### src/rtl/fft_iter_addr_gen.sv
// Address generator for the iterative radix-2 DIT FFT: tracks butterfly/layer position
// from the control unit strobes and produces registered data-RAM and twiddle-ROM addresses.
module fft_iter_addr_gen #(
  parameter int unsigned LAYERS      = 5,
  parameter int unsigned BUTTERFLYES = 16,
  parameter int unsigned LayWL       = 3,
  parameter int unsigned ButtWL      = 4
) (
  input  logic              CLK,
  input  logic              RST_N,
  input  logic              EN,
  input  logic              START,
  input  logic              ADDR_EN,
  input  logic              LAY_EN,
  output logic [LAYERS-1:0] RD_ADDR_A,
  output logic [LAYERS-1:0] RD_ADDR_B,
  output logic [LAYERS-1:0] WR_ADDR_A,
  output logic [LAYERS-1:0] WR_ADDR_B,
  output logic [ButtWL-1:0] TW_ADDR,
  output logic [LayWL-1:0]  LAYER,
  output logic              BUSY,
  output logic              DONE,
  output logic              ERR
);

  typedef enum logic {ST_IDLE, ST_RUN} state_t;

  state_t            state_q, state_d;
  logic [ButtWL-1:0] b_q, b_d;
  logic [LayWL-1:0]  l_q, l_d;
  logic              err_d;
  logic              done_d;
  logic              upd_addr;

  logic [LAYERS-1:0] span, pos, grp, addr_a, addr_b;
  logic [ButtWL-1:0] tw;

  function automatic logic [LAYERS-1:0] bitrev(input logic [LAYERS-1:0] x);
    logic [LAYERS-1:0] r;
    for (int i = 0; i < LAYERS; i++) r[i] = x[LAYERS-1-i];
    return r;
  endfunction

  // Next-state: START has priority; layer advance resets the butterfly counter
  always_comb begin
    state_d  = state_q;
    b_d      = b_q;
    l_d      = l_q;
    err_d    = ERR;
    done_d   = 1'b0;
    upd_addr = 1'b0;
    if (START) begin
      state_d  = ST_RUN;
      b_d      = '0;
      l_d      = '0;
      err_d    = 1'b0;
      upd_addr = 1'b1;
    end else if (ADDR_EN) begin
      if (state_q == ST_RUN) begin
        upd_addr = 1'b1;
        if (LAY_EN) begin
          b_d = '0;
          if (b_q != ButtWL'(BUTTERFLYES-1)) err_d = 1'b1;
          if (l_q == LayWL'(LAYERS-1)) begin
            state_d = ST_IDLE;
            done_d  = 1'b1;
          end else begin
            l_d = l_q + LayWL'(1);
          end
        end else begin
          b_d = b_q + ButtWL'(1);
        end
      end
    end else if (LAY_EN) begin
      err_d = 1'b1;
    end
  end

  // Butterfly operand and twiddle addresses from the next-state position
  always_comb begin
    span   = LAYERS'(1) << l_d;
    pos    = LAYERS'(b_d) & (span - LAYERS'(1));
    grp    = LAYERS'(b_d) >> l_d;
    addr_a = (grp << (l_d + LayWL'(1))) | pos;
    addr_b = addr_a + span;
    tw     = ButtWL'(pos << (LayWL'(LAYERS-1) - l_d));
  end

  // State and registered outputs; addresses only move on START or an accepted advance
  always_ff @(posedge CLK or negedge RST_N) begin
    if (!RST_N) begin
      state_q   <= ST_IDLE;
      b_q       <= '0;
      l_q       <= '0;
      RD_ADDR_A <= '0;
      RD_ADDR_B <= '0;
      WR_ADDR_A <= '0;
      WR_ADDR_B <= '0;
      TW_ADDR   <= '0;
      LAYER     <= '0;
      BUSY      <= 1'b0;
      DONE      <= 1'b0;
      ERR       <= 1'b0;
    end else if (EN) begin
      state_q <= state_d;
      b_q     <= b_d;
      l_q     <= l_d;
      LAYER   <= l_d;
      BUSY    <= (state_d == ST_RUN);
      DONE    <= done_d;
      ERR     <= err_d;
      if (upd_addr) begin
        WR_ADDR_A <= addr_a;
        WR_ADDR_B <= addr_b;
        TW_ADDR   <= tw;
        RD_ADDR_A <= (l_d == '0) ? bitrev(addr_a) : addr_a;
        RD_ADDR_B <= (l_d == '0) ? bitrev(addr_b) : addr_b;
      end
    end
  end

endmodule

### config.mk
export PLATFORM = sky130hd
export DESIGN_NAME = fft_iter_addr_gen
export DESIGN_NICKNAME = d
export VERILOG_FILES = /design/src/rtl/fft_iter_addr_gen.sv
export SDC_FILE = /design/constraint.sdc
export NUM_CORES = 1
export LEC_CHECK = 0
export ABC_AREA = 1
export CORE_MARGIN = 10
export CORE_UTILIZATION = 30
export DETAILED_ROUTE_END_ITERATION = 12
export HOLD_SLACK_MARGIN = 0.02
export PLACE_DENSITY = 0.49
export SLEW_MARGIN = 20
export SYNTH_ARGS = -nofsm -noshare
export SYNTH_HDL_FRONTEND = slang
export SYNTH_SLANG_ARGS = --single-unit
export TNS_END_PERCENT = 10
### constraint.sdc
create_clock -name CLK -period 4.26 [get_ports CLK]
set_input_delay 0.852 -clock CLK [delete_from_list [all_inputs] [get_ports CLK]]
set_output_delay 0.852 -clock CLK [all_outputs]
set_load 0.01 [all_outputs]
==> results.toml, run 1 <==
[worst_setup_path]
crit_arrival_ns = 4.13
reg2reg_depth = 26
regToRegStartpoint = "l_q[0]$_DFFE_PN0P_"
critical_path_class = "in2reg"
reg2reg_to = "RD_ADDR_B[0]$_DFFE_PN0P_"
rrSetupSlack_ns = 0.72
start_kind = "input port"
cp_max_fo = 4
worstPathRequired_ns = 4.44
end_kind = "flip-flop"

[timing]
worst_pin_slew_ns = 0.527
finalSetupViolations = 0
rsz0062_at_grt = "no"
setup-tns-final_ns = 0
hold_viol_final = 0
timing.final.crit_share_pct = 92.6
slew-limit-headroom_pct = 64.9
fmax_ghz = 0.254
slew_violations = 0
post-route-min-period_ns = 3.94
final.setup.worst_slack_ns = 0.316
finalClockSkew_ns = 0.00728

[detailed_routing]
drc = 0
avgViaCountPerCell = 4.63
drt_wl_total_mm = 6.29
wl_per_cell_um = 13.2
vias = 2209
drtAntennaViolNets = 0
dr.first_iter.drc_count = 88
drt-pass1-iter-count = 5

[global_routing]
grt_remaining_overflow = 0
grt_use_total_pct = 11.6
grt_pass1_wl_mm = 10.9
grt_pass1_vias = 2159
grt_max_degree = 33
antenna_found_initial = 0

[cells_and_area]
drive_gt1_share_pct = 17.2
syn_to_final_growth_pct = 34.5
final_area_um2 = 3050
fillers = 797
num_antenna_cells = 0
nNetsFinal = 398

[run_status]
status = "finished, final reports clean"

[worst_hold_path]
hold_path_depth = 2
hp-class = "reg2reg"
hold_start = "WR_ADDR_B[1]$_DFFE_PN0P_"
min_to = "WR_ADDR_B[1]$_DFFE_PN0P_"

[placed_design]
place_area_um2 = 2930
hpwl_mm = 5.04
dpl_worst_slack_ns = -0.119
globalplace.congestion = 0.870
port_buffers = 35

[power_and_ir_drop]
power_mw = 1.09
power_density_nw_per_um2 = 358
ir_worst_vdd_uv = 147
p_leak_nw = 1.50

[synth]
async_reset_ff_share_pct = 100
syn_area_per_cell_um2 = 7.24
netlist_area_um2 = 2270
syn_inst = 313
synth-edff-count = 0
synth.distinct_cells = 33
yosysTopAreaCell = "dfrtp_1"
synth.most_common_cell = "nand2_1"
syn_nets = 334
yosysWarnings = 0
ys_seq_area_share_pct = 35.3
synth_top_area_share_pct = 35.3
netlist_top_cells_area = "dfrtp_1 35%, nand2_1 16%, ha_1 7.7%"
synth_ff_type = "dfrtp_1"
synth_common_cells = "94 x nand2_1, 34 x inv_1, 32 x dfrtp_1, 26 x nand3_1, 23 x o21ai_0"
synth-seq-cells = 32

[job]
maxCapViolCount = 0

[clock_network]
clkTransAtPathRegs_ns = 0.07
htree_levels = 2
cts_buffers = 5
clockBufferDepth = 2
cts_tree = "built"
clkLatencyLatePin_ns = 0.28
clock-sinks = 32
root_buffer = "clkbuf_8"

[die]
fp.dieW_um = 107
dieArea_um2 = 11400
ioPinCount = 36
initial_core_util_pct = 31.1
coreArea_um2 = 7290
rows = 31
die_y_um = 107
-- flip-flops by register name (all words and copies together) (netlist names) --
name	count
state_q	1
RD_ADDR_A	5
TW_ADDR	4
DONE	1
RD_ADDR_B	5
ERR	1
l_q	3
b_q	4
WR_ADDR_A	4
WR_ADDR_B	4
-- worst max path at each step --
stage,slack [ns],depth (start not counted),end,startpoint
detailed placement,-0.12,20,RD_ADDR_B[0]$_DFFE_PN0P_,ADDR_EN
CTS,0.18,20,RD_ADDR_B[0]$_DFFE_PN0P_,ADDR_EN
finish,0.32,26,RD_ADDR_B[0]$_DFFE_PN0P_,LAY_EN
floorplan,0.56,23,RD_ADDR_B[4]$_DFFE_PN0P_,LAY_EN
global route,0.009,25,RD_ADDR_B[0]$_DFFE_PN0P_,LAY_EN
global placement,-0.007,25,RD_ADDR_B[0]$_DFFE_PN0P_,LAY_EN
-- routing by layer --
metal,share of wire (%),wire length (µm),GRT usage (%)
met5,0,0,0
met2,44,2760,17.8
met1,52,3260,16.1
met4,0.94,59,3.19
met3,3.4,213,2.10
-- worst max-delay path, cell delays in order --
cell	delay (ns)
clkdlybuf4s50_1	0.50
nand3_1	0.15
nand2_1	0.10
nand2_1	0.08
nor2_4	0.09
inv_1	0.07
ha_1	0.22
ha_1	0.21
inv_1	0.08
nand2_1	0.14
nor2_1	0.13
nand2_1	0.07
nand3_1	0.08
nand2_1	0.05
inv_1	0.06
nand2_1	0.05
ha_1	0.30
a21oi_1	0.18
o21ai_2	0.09
xor2_1	0.17
inv_1	0.06
nand4_1	0.10
nand2_2	0.11
nand2_1	0.05
nand2_1	0.06
nand2_1	0.05
-- layout make-up --
type | count | area [µm²] | share of cell area [%]
clock inverters | 3 | 42.5 | 1.40
inverters | 36 | 135 | 4.43
flip-flops and latches | 32 | 801 | 26.3
well taps | 99 | 124 | 4.06
multi-input cells | 234 | 1280 | 41.9
repair buffers | 68 | 601 | 19.7
clock buffers | 5 | 68.8 | 2.26
-- per-stage QoR --
step / util, % / hold WS (ns) / instances
finish: 41.8 / 0.486 / 477
global route: 41.8 / 0.501 / 477
CTS: 41.7 / 0.489 / 477
detailed placement: 40.2 / 0.468 / 469
global placement: 40.2 / 0.467 / 469
floorplan: - / 0.496 / 313
-- where the power goes --
group          switching [mW]  internal, mW  leakage, nW
clock network           0.122         0.173       0.0541
logic                   0.215         0.197         1.04
registers              0.0305         0.353        0.413
total                   0.368         0.724         1.50
-- what timing repair did --
item | 4_1_cts | 5_1_grt
hold buffers | 0 | 0
resized for setup | 0 | 4
endpoints found under the hold margin | 0 | 0
setup buffers | 0 | 0
setup endpoints to repair | 0 | 3
-- kinds of logic after synthesis --
group	Yosys count	share of synthesized area [%]
AND/OR/NAND/NOR	166	33.4
AO/OA/AOI/OAI	49	12.5
buffers and inverters	47	8.61
flip-flops	32	35.3
adder cells (fa/ha/maj)	15	8.61
XOR/XNOR	4	1.55
-- layout by cell type (no fill, tap or decap), drive strengths merged --
cell           instances
o2111ai                1
clkdlybuf4s50         34
xnor2                  1
clkbuf                 5
inv                   35
a31oi                  2
nor3                   1
clkinv                 2
clkinvlp               1
o21ai                 28
nand4                  6
o31ai                  2
nor2                  28
nand2                100
bufinv                 1
nand3                 31
a32o                   1
o21bai                 2
buf                   33
dlymetal6s2s           1
ha                    14
xor2                   3
dfrtp                 32
fa                     1
a21oi                 13
Note: power is estimated with default switching activity, not from simulation.
==> run 2: changes to the inputs <==
--- a/config.mk
+++ b/config.mk
@@ -11,7 +11,7 @@
 export DETAILED_ROUTE_END_ITERATION = 12
 export HOLD_SLACK_MARGIN = 0.02
 export PLACE_DENSITY = 0.49
-export SLEW_MARGIN = 20
+export SLEW_MARGIN = 10
 export SYNTH_ARGS = -nofsm -noshare
 export SYNTH_HDL_FRONTEND = slang
 export SYNTH_SLANG_ARGS = --single-unit
==> results of run 2 <==
No change in the layout: final DEF, timing and power equal those of run 1.
==> run 3: changes to the inputs <==
==> constraint.sdc (replaced) <==
create_clock -name CLK -period 3.8 [get_ports CLK]
set_input_delay 0.76 -clock CLK [delete_from_list [all_inputs] [get_ports CLK]]
set_output_delay 0.76 -clock CLK [all_outputs]
set_load 0.01 [all_outputs]
==> run 3 against run 2 <==
  * Sequential share of layout area decreased by 3.1 points
  * Total power is 23% higher
  * Via count grew 7.5%
  * Final area up 14%
  * Critical path type unchanged
  * Highest routed layer unchanged
==> results.toml, run 3 (synthesis results as in run 1) <==
[global_routing]
grt_pass1_vias = 2343
grt_use_total_pct = 12.3
grt_remaining_overflow = 0
grt_max_degree = 33
antenna_found_initial = 0
grt_pass1_wl_mm = 11.5

[timing]
post-route-min-period_ns = 3.63
fmax_ghz = 0.276
worst_pin_slew_ns = 0.428
hold_viol_final = 0
timing.final.crit_share_pct = 95.5
slew-limit-headroom_pct = 71.5
finalClockSkew_ns = 0.00730
slew_violations = 0
finalSetupViolations = 0
holdWs_ns = 0.483

[cells_and_area]
multiInputGateArea_um2 = 1320
seq_area_um2 = 801
final_area_um2 = 3460
layoutNonFillerInstCount = 525
nNetsFinal = 446
num_antenna_cells = 0
syn_to_final_growth_pct = 52.6
layout_commonest_cell = "nand2_1"
fillers = 764
final_cell_mix = "93 x nand2_1, 81 x buf_4, 34 x inv_1, 33 x clkdlybuf4s50_1, 32 x dfrtp_1"
largestRegisters = "RD_ADDR_A x5, RD_ADDR_B x5"
drive_gt1_share_pct = 28.9

[die]
rows = 31
fp.dieW_um = 107
die_y_um = 107
initial_core_util_pct = 31.1
ioPinCount = 36
dieArea_um2 = 11400
coreArea_um2 = 7290

[worst_hold_path]
hold_start = "WR_ADDR_B[3]$_DFFE_PN0P_"
min_to = "WR_ADDR_B[3]$_DFFE_PN0P_"
hp-class = "reg2reg"
hold_path_depth = 2

[placed_design]
place_area_um2 = 3220
placed_cells = 508
globalplace.congestion = 0.821
port_buffers = 35
hpwl_mm = 5.36

[worst_setup_path]
critical_path_class = "in2reg"
end_kind = "flip-flop"
reg2reg_to = "RD_ADDR_A[4]$_DFFE_PN0P_"
start_kind = "input port"
reg2reg_depth = 25
crit_arrival_ns = 3.85
worstPathRequired_ns = 4.03
cp_max_fo = 7
regToRegStartpoint = "l_q[1]$_DFFE_PN0P_"
rrSetupSlack_ns = 0.42

[power_and_ir_drop]
p_leak_nw = 1.74
power_density_nw_per_um2 = 388
ir_worst_vdd_uv = 130

[clock_network]
htree_levels = 2
clock-sinks = 32
clkLatencyLatePin_ns = 0.29
clkTransAtPathRegs_ns = 0.07
root_buffer = "clkbuf_8"
clockBufferDepth = 2
cts_tree = "built"
cts_buffers = 5
ctsHoldBuffers = 0

[detailed_routing]
vias = 2375
drt-pass1-iter-count = 4
dr.first_iter.drc_count = 127
drt_wl_total_mm = 6.75
wl_per_cell_um = 12.9
drc = 0
avgViaCountPerCell = 4.52
drtAntennaViolNets = 0

[run_status]
status = "finished, final reports clean"

[job]
maxCapViolCount = 0
-- run 3: through the flow --
stage	power [mW]	setup TNS [ns]	setup slack, ns	utilization, %
floorplan	0.679	0	0.188	-
detailed placement	0.971	-2.00	-0.431	44.2
global placement	0.966	-1.79	-0.414	44.2
CTS	1.35	0	0.135	46.8
global route	1.44	-0.00173	-0.00173	47.5
finish	1.34	0	0.172	47.5
-- run 3: routing by layer --
layer / global-route usage (%) / wire, µm / vias to the layer above
met4: 4.35 / 85 / 0
li1: - / - / 1234
met2: 19.1 / 3050 / 45
met1: 16.5 / 3330 / 1089
met3: 2.40 / 293 / 7
met5: 0 / 0 / -
-- run 3: worst max path at each step --
stage,endpoint,slack [ns],from,cells after the start
final,RD_ADDR_A[4]$_DFFE_PN0P_,0.17,START,21
after global placement,RD_ADDR_B[0]$_DFFE_PN0P_,-0.41,LAY_EN,25
after floorplan,RD_ADDR_B[4]$_DFFE_PN0P_,0.19,LAY_EN,23
after CTS,RD_ADDR_B[0]$_DFFE_PN0P_,0.14,START,20
after detailed placement,RD_ADDR_B[0]$_DFFE_PN0P_,-0.43,ADDR_EN,20
after global routing,RD_ADDR_B[0]$_DFFE_PN0P_,-0.002,START,26
-- run 3: area by class of cell --
| cell class | instances | share of cell area, % |
|---|---|---|
| clock inverter | 1 | 0.868 |
| tap | 99 | 3.58 |
| multi-input combinational | 234 | 38.1 |
| timing repair buffer | 116 | 27.6 |
| inverter | 36 | 3.90 |
| sequential | 32 | 23.1 |
| clock buffer | 7 | 2.78 |
-- run 3: power by group --
group | switching (mW) | internal, mW | total [mW]
Combinational | 0.263 | 0.281 | 0.544
Clock | 0.140 | 0.232 | 0.371
Sequential | 0.0323 | 0.396 | 0.429
Total | 0.435 | 0.908 | 1.34
-- run 3: worst max-delay path: stages --
cell and delay, ns:
clkdlybuf4s50_1 0.49, clkinv_1 0.12, nand2_1 0.13, nor2_4 0.04
buf_4 0.16, ha_1 0.20, ha_1 0.32, nand3_2 0.11
buf_4 0.15, buf_4 0.12, buf_4 0.12, buf_4 0.12
buf_4 0.12, buf_4 0.12, buf_4 0.12, buf_4 0.12
buf_4 0.12, buf_4 0.12, a21oi_1 0.13, nand2_1 0.10
nand2_1 0.07
-- run 3: timing repair --
action | 4_1_cts | 5_1_grt
setup endpoints to repair | 3 | 6
gates resized for setup | 4 | 11
buffers inserted | 9 | 0
pin swaps | 1 | 0
